File: config.mk
export PLATFORM = sky130hd
export DESIGN_NAME = pwq_activation
export DESIGN_NICKNAME = d
export VERILOG_FILES = /design/src/rtl/pwq_activation.sv
export SDC_FILE = /design/constraint.sdc
export NUM_CORES = 2
export LEC_CHECK = 0
export BUFFER_PORTS_ARGS = -buffer_cell sky130_fd_sc_hd__buf_4
export CAP_MARGIN = 40
export CORE_UTILIZATION = 35
export DETAILED_ROUTE_END_ITERATION = 7
export MAX_ROUTING_LAYER = met4
export PLACE_DENSITY = 0.47
export SYNTH_ARGS = -nofsm -noshare
export SYNTH_HDL_FRONTEND = slang
export SYNTH_SLANG_ARGS = --single-unit
File: constraint.sdc
create_clock -name clk -period 11.11 [get_ports clk]
set_input_delay 1.6665 -clock clk [delete_from_list [all_inputs] [get_ports clk]]
set_output_delay 1.6665 -clock clk [all_outputs]
set_load 0.02 [all_outputs]
File: src/rtl/pwq_activation.sv
// pwq_activation: piecewise-quadratic sigmoid/tanh approximation over a
// signed fixed-point word (QN integer bits, QM fraction bits, 1.0 = 2^QM).
// The range [-2^XLOG, 2^XLOG) is split into 2^SEGLOG equal segments per
// function. Each segment evaluates y = (p2*x + p1)*x + p0 in Horner form.
// Inputs outside the range bypass the polynomial and take the asymptote.
// Four pipeline stages are stalled together by output back-pressure.
//
// Ports:
//   clk, reset            clock; synchronous active-low reset
//   in_valid/in_ready     input handshake; in_data = x, in_mode 0 sigmoid / 1 tanh
//   out_valid/out_ready   output handshake; out_data = y
//   coef_we/addr/data     coefficient table write, addr = {bank, seg, k}
//                         (k = 0 p0, 1 p1, 2 p2, 3 ignored)
module pwq_activation #(
  parameter int unsigned QN     = 6,
  parameter int unsigned QM     = 11,
  parameter int unsigned SEGLOG = 3,
  parameter int unsigned XLOG   = 3
) (
  input  logic                clk,
  input  logic                reset,
  input  logic                in_valid,
  output logic                in_ready,
  input  logic [QN+QM:0]      in_data,
  input  logic                in_mode,
  output logic                out_valid,
  input  logic                out_ready,
  output logic [QN+QM:0]      out_data,
  input  logic                coef_we,
  input  logic [SEGLOG+2:0]   coef_addr,
  input  logic [QN+QM:0]      coef_data
);

  localparam int unsigned W    = QN + QM + 1;
  localparam int unsigned PW   = 2 * W;
  localparam int unsigned NENT = 2 * (1 << SEGLOG);
  localparam int unsigned AW   = SEGLOG + 1;
  localparam int unsigned SH   = XLOG + 1 - SEGLOG + QM;
  localparam int unsigned HI   = XLOG + QM + 1;

  localparam logic [W-1:0]  ONE   = W'(1) << QM;
  localparam logic [W-1:0]  MONE  = ~ONE + W'(1);
  localparam logic [W:0]    OFS   = (W + 1)'(1) << (XLOG + QM);
  localparam logic [PW-1:0] RHALF = PW'(1) << (QM - 1);
  localparam logic [W-1:0]  SMAX  = {1'b0, {(W - 1){1'b1}}};
  localparam logic [W-1:0]  SMIN  = {1'b1, {(W - 1){1'b0}}};

  // Clamp a wide two's-complement value into the W-bit signed range.
  function automatic logic [W-1:0] sat_w(input logic [PW-1:0] v);
    if ((&v[PW-1:W-1]) || !(|v[PW-1:W-1])) sat_w = v[W-1:0];
    else if (v[PW-1])                      sat_w = SMIN;
    else                                   sat_w = SMAX;
  endfunction

  // Full-width signed product, round half up at bit QM, then clamp.
  function automatic logic [W-1:0] mul_rs(input logic [W-1:0] a, input logic [W-1:0] b);
    logic [PW-1:0] p;
    p = PW'($signed(a)) * PW'($signed(b)) + RHALF;
    mul_rs = sat_w(PW'($signed(p) >>> QM));
  endfunction

  // Signed sum with clamp.
  function automatic logic [W-1:0] sat_add(input logic [W-1:0] a, input logic [W-1:0] b);
    sat_add = sat_w(PW'($signed(a)) + PW'($signed(b)));
  endfunction

  logic [W-1:0] tp0 [NENT];
  logic [W-1:0] tp1 [NENT];
  logic [W-1:0] tp2 [NENT];

  logic          adv;
  logic [W:0]    xofs;
  logic          lo, hi;
  logic [SEGLOG-1:0] idx;
  logic [AW-1:0] ridx;
  logic [AW-1:0] waddr;

  // Stage registers
  logic          v1, m1, lo1, hi1;
  logic [W-1:0]  x1, c2_1, c1_1, c0_1;
  logic          v2, m2, lo2, hi2;
  logic [W-1:0]  x2, t2, c1_2, c0_2;
  logic          v3, m3, lo3, hi3;
  logic [W-1:0]  t3, c0_3;

  // Whole pipeline advances unless a held result is being refused.
  assign adv      = !(out_valid && !out_ready);
  assign in_ready = adv;

  // Offsetting x by 2^XLOG maps the approximation range onto [0, 2^(XLOG+1)),
  // so the sign bit flags underflow and any bit at HI or above flags overflow.
  assign xofs  = {in_data[W-1], in_data} + OFS;
  assign lo    = xofs[W];
  assign hi    = !xofs[W] && (|xofs[W-1:HI]);
  assign idx   = SEGLOG'(xofs >> SH);
  assign ridx  = {in_mode, idx};
  assign waddr = coef_addr[SEGLOG+2:2];

  // Coefficient table; writes are independent of pipeline stalls.
  always_ff @(posedge clk) begin
    if (!reset) begin
      for (int unsigned i = 0; i < NENT; i++) begin
        tp0[i] <= '0;
        tp1[i] <= '0;
        tp2[i] <= '0;
      end
    end else if (coef_we) begin
      case (coef_addr[1:0])
        2'd0:    tp0[waddr] <= coef_data;
        2'd1:    tp1[waddr] <= coef_data;
        2'd2:    tp2[waddr] <= coef_data;
        default: ;
      endcase
    end
  end

  // Four-stage Horner pipeline; coefficients are latched at S1 and ride along.
  always_ff @(posedge clk) begin
    if (!reset) begin
      v1 <= 1'b0; m1 <= 1'b0; lo1 <= 1'b0; hi1 <= 1'b0;
      x1 <= '0; c2_1 <= '0; c1_1 <= '0; c0_1 <= '0;
      v2 <= 1'b0; m2 <= 1'b0; lo2 <= 1'b0; hi2 <= 1'b0;
      x2 <= '0; t2 <= '0; c1_2 <= '0; c0_2 <= '0;
      v3 <= 1'b0; m3 <= 1'b0; lo3 <= 1'b0; hi3 <= 1'b0;
      t3 <= '0; c0_3 <= '0;
      out_valid <= 1'b0;
      out_data  <= '0;
    end else if (adv) begin
      v1   <= in_valid;
      m1   <= in_mode;
      lo1  <= lo;
      hi1  <= hi;
      x1   <= in_data;
      c2_1 <= tp2[ridx];
      c1_1 <= tp1[ridx];
      c0_1 <= tp0[ridx];

      v2   <= v1;
      m2   <= m1;
      lo2  <= lo1;
      hi2  <= hi1;
      x2   <= x1;
      t2   <= mul_rs(c2_1, x1);
      c1_2 <= c1_1;
      c0_2 <= c0_1;

      v3   <= v2;
      m3   <= m2;
      lo3  <= lo2;
      hi3  <= hi2;
      t3   <= mul_rs(sat_add(t2, c1_2), x2);
      c0_3 <= c0_2;

      out_valid <= v3;
      if (v3) begin
        if (lo3)      out_data <= m3 ? MONE : '0;
        else if (hi3) out_data <= ONE;
        else          out_data <= sat_add(t3, c0_3);
      end
    end
  end

endmodule

==> results.ini <==
[sta]
unrepaired_setup_endpoints_after_global_routing = no
setup_violations = 0
final.setup.tns_ps = 0
final_hold_viol_count = 0
max_clock_freq_mhz = 98.7
period_utilization_post_route = 0.912
max_slew_margin = 0.382
final_worst_path_setup_slack_ps = 981
timing_max_transition_violations_final = 0
worst_pin_slew_ps = 926
timing.hold.ws_ps = 460
clock-skew-final_ps = 26.8
timing.final.crit_period_ps = 10130

[clocking]
cts-root-buf = sky130_fd_sc_hd__clkbuf_16
cts_made_buffers = 121
cts.sink_count = 1075
number_of_levels_in_the_clock_h_tree = 3
clock_tree.buffer_depth = 3
postCtsHoldBufs = 0
cts_tree = built
cts_post_setup_buffers_inserted = 0
worstSkewPairLatency_ps = 770
cts_resized = 0
path_clk_slew_ps = 60

[drt]
drt_first_pass_iters = 5
post-route-drc-count = 0
post_drt_via_cell_ratio = 4.92
drtAntennaViolNets = 0
vias = 43701
average_wire_per_standard_cell_um = 22.1
finalWirelength_um = 196000
initialDrtViolationCount = 2935

[critical_path]
timing.critical_path.buf_inv = 5
worst-endpoint-required_ps = 11780
critPathMaxFanout = 15
critical_path.endpoint_type = register
worst-endpoint-arrival_ps = 10800
critPathMostFrequentCell = sky130_fd_sc_hd__fa_1
timing.reg2reg.worst_path_depth = 37
delay_of_the_slowest_critical_path_stage_ps = 560
worst_path_dominant_cell_family = adder cells
crit_path_max_delay_cell_type = sky130_fd_sc_hd__a211oi_1
crit_path_class = register to register
crit_path_start_kind = register
cp.depth = 37

[power_and_ir_drop]
power_leakage_nw = 31.7
pwr_density_cell_mw_per_mm2 = 211
power.ir.vdd_worst_v = 0.000267

[finish]
reg_top3 = tp0 x288, tp1 x288, tp2 x288
finalInstanceArea_mm2 = 0.0799
nets = 7000
area_growth_syn_to_layout_pct = 10.9
area_of_the_multi_input_gates_mm2 = 0.0378
regArea_mm2 = 0.0302
final_layout_size_suffix_gt1_frac = 0.122
n_fill_cell = 19636

[floorplanning]
core_area_mm2 = 0.205
die_span_in_x_um = 456
floorplan.io_pins = 68
initial_utilization = 0.352
die_height_um = 456
std_cell_rows = 166
dieArea_mm2 = 0.208

[placement]
dp_hpwl_um = 134000
dp_worst_setup_slack_ps = 1080
postPlaceCellArea_mm2 = 0.0762
port-buffer-count = 67
finalWeightedCongestion = 0.841

[global_route]
grt_start_max_net_pins = 145
groute.usage.overall = 0.199
antenna_found_initial = 7
gr-total-overflow = 0
vias_in_the_first_global_route = 47153
grt_first_pass_wirelength_um = 303000

[synth]
synth.top_cell.area_share = 0.360
postSynthNetCount = 7048
dominantRegCellSynth = sky130_fd_sc_hd__edfxtp_1
synth_warnings = 0
sequential_fraction_of_the_synthesis_area = 0.419
post_syn_instances = 6133
netlist_area_mm2 = 0.0721
postSynthRegisterBits = 1075
ys_async_sr_fraction = 0
synth_edf_count = 864
synthDominantAreaCellType = sky130_fd_sc_hd__edfxtp_1
synth.top_cells.by_count = sky130_fd_sc_hd__and2_1, sky130_fd_sc_hd__edfxtp_1, sky130_fd_sc_hd__nand2_1
number_of_distinct_library_cells_after_synthesis = 72
syn_area_per_cell_um2 = 11.7
synth_most_common_cell = sky130_fd_sc_hd__and2_1
synth.area.top_cells = sky130_fd_sc_hd__edfxtp_1, sky130_fd_sc_hd__fa_1, sky130_fd_sc_hd__and2_1, sky130_fd_sc_hd__mux4_2, sky130_fd_sc_hd__dfxtp_1

[worst_hold_path]
hold_path_class = register to register
hold-path-cell-count = 2

[flow_run]
cap_viol_max_count = 0

[status]
run_status = complete, no violations

## layout by cell type, fill, tap and decap left out, drive strengths merged, types with 70 or more instances in the layout
cell type | synthesis | final
nor2 | 154 | 154
ha | 207 | 207
inv | 721 | 727
buf | 27 | 238
and2 | 1122 | 1122
a21oi | 89 | 89
xnor2 | 70 | 70
a21boi | 156 | 156
fa | 660 | 660
clkbuf | 383 | 165
o21ai | 119 | 119
mux4 | 270 | 270
nand2 | 751 | 751
edfxtp | 864 | 864
dfxtp | 211 | 211
## metal layers
metal,GRT usage,vias to the layer above,wire [um]
met3,0.0248,229,7580
met2,0.327,734,96300
li1,-,20071,-
met5,-,-,0
met4,0.0496,0,4530
met1,0.262,22667,88100
## through the flow
| stage | total power, W | std cells | util |
|---|---|---|---|
| detailed placement | 0.0132 | 8650 | 0.372 |
| floorplan | 0.0107 | 6133 | - |
| finish | 0.0168 | 8878 | 0.391 |
| CTS | 0.0171 | 8868 | 0.390 |
| global route | 0.0182 | 8873 | 0.391 |
| global placement | 0.0131 | 8627 | 0.370 |
## logic make-up after synthesis
logic type,share of synthesized area
adder cells (fa/ha/maj),0.219
flip-flops,0.419
multiplexers,0.0847
XOR/XNOR,0.0122
AO/OA/AOI/OAI,0.0497
AND/OR/NAND/NOR,0.156
buffers and inverters,0.0592
## area by class of cell
cell class | instances | share of cell area
well taps | 2688 | 0.0421
clock buffers | 164 | 0.0413
flip-flops and latches | 1075 | 0.378
inverters | 721 | 0.0339
diodes | 10 | 0.000313
multi-input cells | 3927 | 0.474
clock inverters | 54 | 0.00540
repair buffers | 239 | 0.0259
## power breakdown
group	internal [W]	switching [W]
Sequential	0.00463	0.000139
Clock	0.00217	0.00168
Combinational	0.00309	0.00513
Total	0.00989	0.00695
## worst paths after layout
| check | start | to | slack (ps) |
|---|---|---|---|
| max reg2reg | t2[0] | t3[8] | 980 |
| min | out_data[2] | out_data[2] | 460 |
| min reg2reg | out_data[2] | out_data[2] | 460 |
| max | t2[0] | t3[8] | 980 |
## worst reg2reg max path, delay by kind of cell, from the launching register on
| kind | cells | cell delay, ps |
|---|---|---|
| and+or+nand+nor | 7 | 1250 |
| adders and majority gates | 9 | 4050 |
| xor gates and xnor gates | 2 | 340 |
| buffers and inverters | 5 | 640 |
| AOI/OAI and AO/OA | 14 | 3460 |
| DFF | 1 | 310 |
Power figures use the tool's default switching activity.
